===== src/rtl/ysyx_24100005_ifu.sv =====
// ysyx_24100005_ifu: multi-cycle instruction fetch unit.
// One request in flight; redirects squash or retarget fetches.
module ysyx_24100005_ifu #(
    parameter logic [31:0] RESET_PC = 32'h8000_0000
) (
    input  logic        clk,
    input  logic        rst,
    output logic        mem_req_valid,
    output logic [31:0] mem_req_addr,
    input  logic        mem_req_ready,
    input  logic        mem_rsp_valid,
    input  logic [31:0] mem_rsp_data,
    input  logic        mem_rsp_err,
    output logic        inst_valid,
    output logic [31:0] inst_data,
    output logic [31:0] inst_pc,
    output logic        inst_err,
    input  logic        inst_ready,
    input  logic        redirect_valid,
    input  logic [31:0] redirect_pc
);

    typedef enum logic [1:0] {
        IDLE = 2'd0,
        REQ  = 2'd1,
        WAIT = 2'd2,
        HOLD = 2'd3
    } state_t;

    state_t      state;
    logic [31:0] pc;
    logic        drop;
    logic        redir_pend;
    logic [31:0] redir_pc;
    logic [31:0] data_q;
    logic        err_q;
    logic        req_v_q;
    logic        inst_v_q;
    logic [31:0] redir_tgt;

    // Redirect target with the low address bits forced to zero
    assign redir_tgt = redirect_pc & ~32'h3;

    assign mem_req_valid = req_v_q;
    assign mem_req_addr  = pc;
    assign inst_valid    = inst_v_q;
    assign inst_data     = data_q;
    assign inst_pc       = pc;
    assign inst_err      = err_q;

    // Fetch FSM with registered valid flags and held instruction
    always_ff @(posedge clk) begin
        if (rst) begin
            state      <= IDLE;
            pc         <= RESET_PC;
            drop       <= 1'b0;
            redir_pend <= 1'b0;
            redir_pc   <= RESET_PC;
            data_q     <= 32'h0;
            err_q      <= 1'b0;
            req_v_q    <= 1'b0;
            inst_v_q   <= 1'b0;
        end else begin
            unique case (state)
                IDLE: begin
                    state   <= REQ;
                    req_v_q <= 1'b1;
                end
                REQ: begin
                    if (redirect_valid) begin
                        redir_pend <= 1'b1;
                        redir_pc   <= redir_tgt;
                    end
                    if (mem_req_ready) begin
                        state   <= WAIT;
                        req_v_q <= 1'b0;
                        if (redirect_valid) begin
                            drop <= 1'b1;
                        end
                    end
                end
                WAIT: begin
                    if (mem_rsp_valid) begin
                        if (drop || redir_pend || redirect_valid) begin
                            pc         <= redirect_valid ? redir_tgt : redir_pc;
                            drop       <= 1'b0;
                            redir_pend <= 1'b0;
                            state      <= REQ;
                            req_v_q    <= 1'b1;
                        end else begin
                            data_q   <= mem_rsp_data;
                            err_q    <= mem_rsp_err;
                            state    <= HOLD;
                            inst_v_q <= 1'b1;
                        end
                    end else if (redirect_valid) begin
                        redir_pend <= 1'b1;
                        redir_pc   <= redir_tgt;
                    end
                end
                HOLD: begin
                    if (redirect_valid) begin
                        pc       <= redir_tgt;
                        state    <= REQ;
                        req_v_q  <= 1'b1;
                        inst_v_q <= 1'b0;
                    end else if (inst_ready) begin
                        pc       <= pc + 32'd4;
                        state    <= REQ;
                        req_v_q  <= 1'b1;
                        inst_v_q <= 1'b0;
                    end
                end
                default: begin
                    state    <= IDLE;
                    req_v_q  <= 1'b0;
                    inst_v_q <= 1'b0;
                end
            endcase
        end
    end

endmodule


===== config.mk =====
export PLATFORM = sky130hd
export DESIGN_NAME = ysyx_24100005_ifu
export DESIGN_NICKNAME = d
export VERILOG_FILES = /design/src/rtl/ysyx_24100005_ifu.sv
export SDC_FILE = /design/constraint.sdc
export NUM_CORES = 1
export LEC_CHECK = 0
export ABC_AREA = 1
export CAP_MARGIN = 20
export CORE_UTILIZATION = 47
export DETAILED_ROUTE_END_ITERATION = 6
export PLACE_DENSITY = 0.87
export SETUP_SLACK_MARGIN = 0.1
export SLEW_MARGIN = 20
export SYNTH_ARGS = -nofsm -noshare
export SYNTH_HDL_FRONTEND = slang
export SYNTH_SLANG_ARGS = --single-unit

===== constraint.sdc =====
create_clock -name clk -period 2.3 [get_ports clk]
set_input_delay 0.46 -clock clk [delete_from_list [all_inputs] [get_ports clk]]
set_output_delay 0.46 -clock clk [all_outputs]
set_load 0.05 [all_outputs]

# --- Word-level counts from Yosys, hierarchy flattened ---
# Cells that the tools add are included.
word_totals:
  ff_bits: 103
  input_bits: 71
  out_inout_bits: 99
  elab_cells: 68
classes:
  add_sub_neg: 1
  n_eq_ne: 11
  muxes: 33
  bitwise: 1
  reduce_logical: 13
op_table:
  columns: ["op", "n"]
  rows:
  - ["$mux W32", 6]
  - ["$pmux W32 S2", 2]
  - ["$add A32 B3 Y32 const B", 1]
  - ["$mux W1", 15]
  - ["$ne A2 B2 Y1 const B", 6]
  - ["$reduce_and A4 Y1", 3]
  - ["$mux W2", 5]
  - ["$pmux W2 S4", 1]
  - ["$ne A3 B3 Y1 const B", 2]
  - ["$pmux W1 S2", 3]
  - ["$reduce_and A3 Y1", 2]
  - ["$reduce_and A5 Y1", 1]
  - ["$eq A2 B2 Y1 const B", 2]
  - ["$pmux W1 S4", 1]
  - ["$reduce_and A2 Y1", 2]
  - ["$reduce_bool A2 Y1", 2]
  - ["$eq A2 B1 Y1 const B", 1]
  - ["$logic_not A2 Y1", 1]
  - ["$logic_or A1 B1 Y1", 2]
  - ["$not A1 Y1", 1]

# --- Logic depth before layout (Yosys ltp) ---
depth:
  ltp_word: 5
  mapped_depth: 12
  depth_no_buf: 11

# --- Least setup slack after synthesis ---
# No wires, ideal clock.
synth_timing:
  kind: "reg-to-reg"
  from: "reg pc[2] (netlist: inst_pc[2])"
  to: "reg pc[30] (netlist: inst_pc[30])"
  setup_time_ps: 120
  arrival_ps: 1800
  t_required_ps: 2180
  setup_slack_ps: 379
  stages_incl_launch_ff: 11
  synth_period_minus_slack_ps: 1921
  path_cell_list: "dfxtp_1 -> ha_1 -> nand3_1 -> inv_1 -> nand2_1 -> nor2_2 -> nand2_1 -> nor2_1 -> nand2_1 -> nand3_1 -> a21oi_1"
synth_via:
  elab_chain_len: 4
synth_rtl:
  columns: ["item", "line_no", "text"]
  rows:
  - ["start: declaration", "31", "logic [31:0] pc;"]
  - ["start signal: assignment", "85", "pc <= redirect_valid ? redir_tgt : redir_pc;"]
  - ["start signal: assignment", "103", "pc <= redir_tgt;"]
  - ["start signal: assignment", "108", "pc <= pc + 32'd4;"]
  - ["$add A32 B3 Y32", "108", null]
  - ["$mux W32", "107", "end else if (inst_ready) begin"]
  - ["$mux W32", "102", "if (redirect_valid) begin"]
  - ["$pmux W32 S2", "64", "unique case (state)"]
# No other way between the ends. The select of a mux whose other input is x is not followed.
# A chain may end at the register's enable or synchronous reset.

# --- Worst setup path in the final report ---
layout_timing:
  from: "reg pc[12] (netlist: inst_pc[12])"
  to: "out mem_req_addr[12]"
layout_rtl:
  columns: ["item", "line_no", "text"]
  rows:
  - ["end: declaration", "9", "output logic [31:0] mem_req_addr,"]
# No word-level cell between the ends.

==> summary.md <==
| Metric | Value |
|---|---|
| Status | completed |
| Max_cap viols | 0 |
| Area of the multi-input gates | 0.00272 mm² |
| Period utilization | 0.933 |
| Share of the synthesized area in the top cell type | 0.381 |
| CTS max path bufs | 2 |
| CTS tree | yes |
| Part of the power in registers | 0.340 |
| Synth Instances | 815 |
| Vias post-DR | 5,790 |
| Placer congestion estimate | 0.904 |
| Starting Density | 0.491 |
| Pwr Density | 972 mW/mm² |
| Netlist cell types | 33 |
| Setup TNS | 0 ps |
| Wire length on met1 | 6.26 mm |
| Sequential cell area | 0.00206 mm² |
| Max Fclk | 0.466 GHz |
| Max incr delay on CP | 860 ps |
| Tightest Pin Transition | 533 ps |
| Area added between synthesis and finish | 34.5% |
| Initial detailed-routing violation count | 388 |
| DRT antenna net count | 0 |
| Die H | 109 µm |
| Critical path endpoint category | output pin |
| IO Port Bufs | 167 |
| Avg Cell Area, Syn | 6.64 µm² |
| HPWL after detailed placement | 10.8 mm |
| Clk_lat worst skew | 340 ps |
| Combinational Power Share | 0.438 |
| Pint | 4.01 mW |
| TritonRoute pass-1 iters | 5 |
| Critical Path Source Type | flop |
| Place WS | 171 ps |
| Final hold violation count | 0 |
| Unrepaired setup endpoints after global routing | false |
| Crit path max fanout | 6 |
| WL final | 15.3 mm |
| Final setup fails | 0 |
| CORE AREA | 0.0110 mm² |
| Seq/Total Area, Yosys | 0.381 |
| Clock Root Buffer | clkbuf_16 |
| Switching pwr | 3.07 mW |
| Hold WC Path Type | reg -> reg |
| Crit-path slowest cell | clkdlybuf4s50_1 |
| Total leakage power | 2.82 nW |
| Top cells by area, synth | dfxtp_1 38%, nand2_1 16%, a21oi_1 8.8%, nand3_1 8.1%, nor2_1 5.1% |
| Clk sinks | 103 |
| Synth area leader | dfxtp_1 |
| Worst path bufs/invs | 1 |
| Dpl cell area | 0.00696 mm² |
| Clock power frac | 0.221 |
| Initial antenna violation count | 0 |
| Total CTS buffers | 9 |
| Switch share | 0.433 |
| Setup bufs post-CTS | 0 |
| Worst Clk Skew | 5.51 ps |
| Arr. time, crit path | 1690 ps |
| Overflow after GRT | 0 |
| CP top delay family | buffers and inverters |
| Post-Syn Area | 0.00541 mm² |
| Yosys reg bits | 103 |
| WP data required | 1840 ps |
| ANT cells | 0 |
| Layout fillers | 997 |
| Peak supply drop | 0.660 mV |
| Overall global routing resource usage | 0.265 |
| Die area | 0.0119 mm² |
| Post-route DRC | 0 |
| Vias per cell | 5.37 |
| H-Tree Depth | 3 |
| Share of layout cells above drive strength 1 | 0.0532 |
| Critical path type | reg -> out |
| Nets | 1,011 |
| Rel. slew slack | 0.644 |
| Die width | 109 µm |
| Max-slew violations | 0 |
| Crit-path cells | clkdlybuf4s50_1 |
| Placement Rows | 38 |
| Drt wl/cell | 14.2 µm |
| Final Critical Period | 2150 ps |
| I/O pin cnt | 170 |
| Largest net degree at the start of global routing | 68 |
| Syn Nets | 891 |
| Clock-pin slew on the worst setup and hold paths | 70 ps |
| WL met2 | 7.14 mm |
| Final instance area | 0.00728 mm² |
| Met3 WL | 1.63 mm |
| Max layer used | met4 |
| Yosys warning count | 0 |
| First-pass GRT wire length | 24.9 mm |
| Final WS setup | 155 ps |
| Vias in the first global route | 5,269 |
[path summary, 6_finish.rpt]
kind	depth (start not counted)	start	to	slack, ps
worst max register to register	9	inst_pc[2]	inst_pc[30]	410
worst min register to register	2	redir_pc[0]	redir_pc[0]	450
worst min-delay path	2	redir_pc[0]	redir_pc[0]	450
worst max-delay path	1	inst_pc[12]	mem_req_addr[12]	150
[metal layers]
layer	vias to the layer above	global-route usage
met2	281	0.440
met4	0	0.0886
met1	2612	0.331
met5	-	0
met3	24	0.0759
li1	2873	-
[cells by family (layout without fill, tap and decap cells)]
group	Yosys count	after routing	synth area share
AND/OR/NAND/NOR	415	415	0.318
flip-flops	103	103	0.381
buffers and inverters	124	248	0.116
XOR/XNOR	8	8	0.0129
adder cells (fa/ha/maj)	5	5	0.0116
AO/OA/AOI/OAI	160	160	0.160
[layout by cell type (no fill, tap or decap), drive strengths merged]
master,count
inv,44
dfxtp,103
nor2,77
clkinvlp,1
clkbuf,11
o21a,1
a21oi,95
xor2,7
clkdlybuf4s50,162
nor3b,1
o21bai,4
a22oi,4
nor3,3
a31oi,7
nand4,4
or2,1
dlymetal6s2s,3
bufinv,1
buf,24
ha,5
a21boi,3
and2,1
nand3,88
o211ai,9
xnor2,1
nand2,236
clkinv,2
nand3b,4
o21ai,37
[synth_stat cells (all sizes together)]
master	instances
inv	44
nand4	4
clkbuf	28
xnor2	1
or2	1
o21a	1
xor2	7
o211ai	9
nor3b	1
nor2	77
ha	5
a21oi	95
nand3b	4
and2	1
nand3	88
a21boi	3
a31oi	7
buf	52
dfxtp	103
o21bai	4
o21ai	37
nand2	236
a22oi	4
nor3	3
[sequential cells by signal, indices dropped and copies added (netlist names)]
register,cells
drop,1
inst_data,32
inst_err,1
inst_pc,32
inst_valid,1
mem_req_valid,1
redir_pc,32
redir_pend,1
state,2
[power by group through the flow]
stage / Clock (mW) / Combinational (mW) / Sequential [mW]
final: 1.57 / 3.10 / 2.41
after global routing: 1.66 / 3.33 / 2.45
after CTS: 1.60 / 3.09 / 2.40
after detailed placement: 0 / 3.08 / 2.44
after global placement: 0 / 3.04 / 2.43
after floorplan: 0 / 1.67 / 2.97
[through the flow]
stage / power (mW) / util / instances / hold slack [ps]
floorplan: 4.64 / - / 815 / 433
global placement: 5.47 / 0.631 / 1064 / 441
detailed placement: 5.52 / 0.631 / 1064 / 446
CTS: 7.09 / 0.659 / 1079 / 457
global route: 7.43 / 0.660 / 1079 / 476
finish: 7.07 / 0.660 / 1079 / 453
[timing repair]
| item | CTS | global route |
|---|---|---|
| endpoints found under the setup margin | 0 | 3 |
| hold buffers | 0 | 0 |
| gates resized for setup | 0 | 3 |
[final cells by class]
cell class / instances / share of cell area
Tap cell: 140 / 0.0241
Clock buffer: 11 / 0.0347
Timing Repair Buffer: 189 / 0.254
Multi-Input combinational cell: 588 / 0.374
Inverter: 44 / 0.0227
Clock inverter: 4 / 0.00756
Sequential cell: 103 / 0.283
No activity file was read; power rests on OpenSTA's default activity.
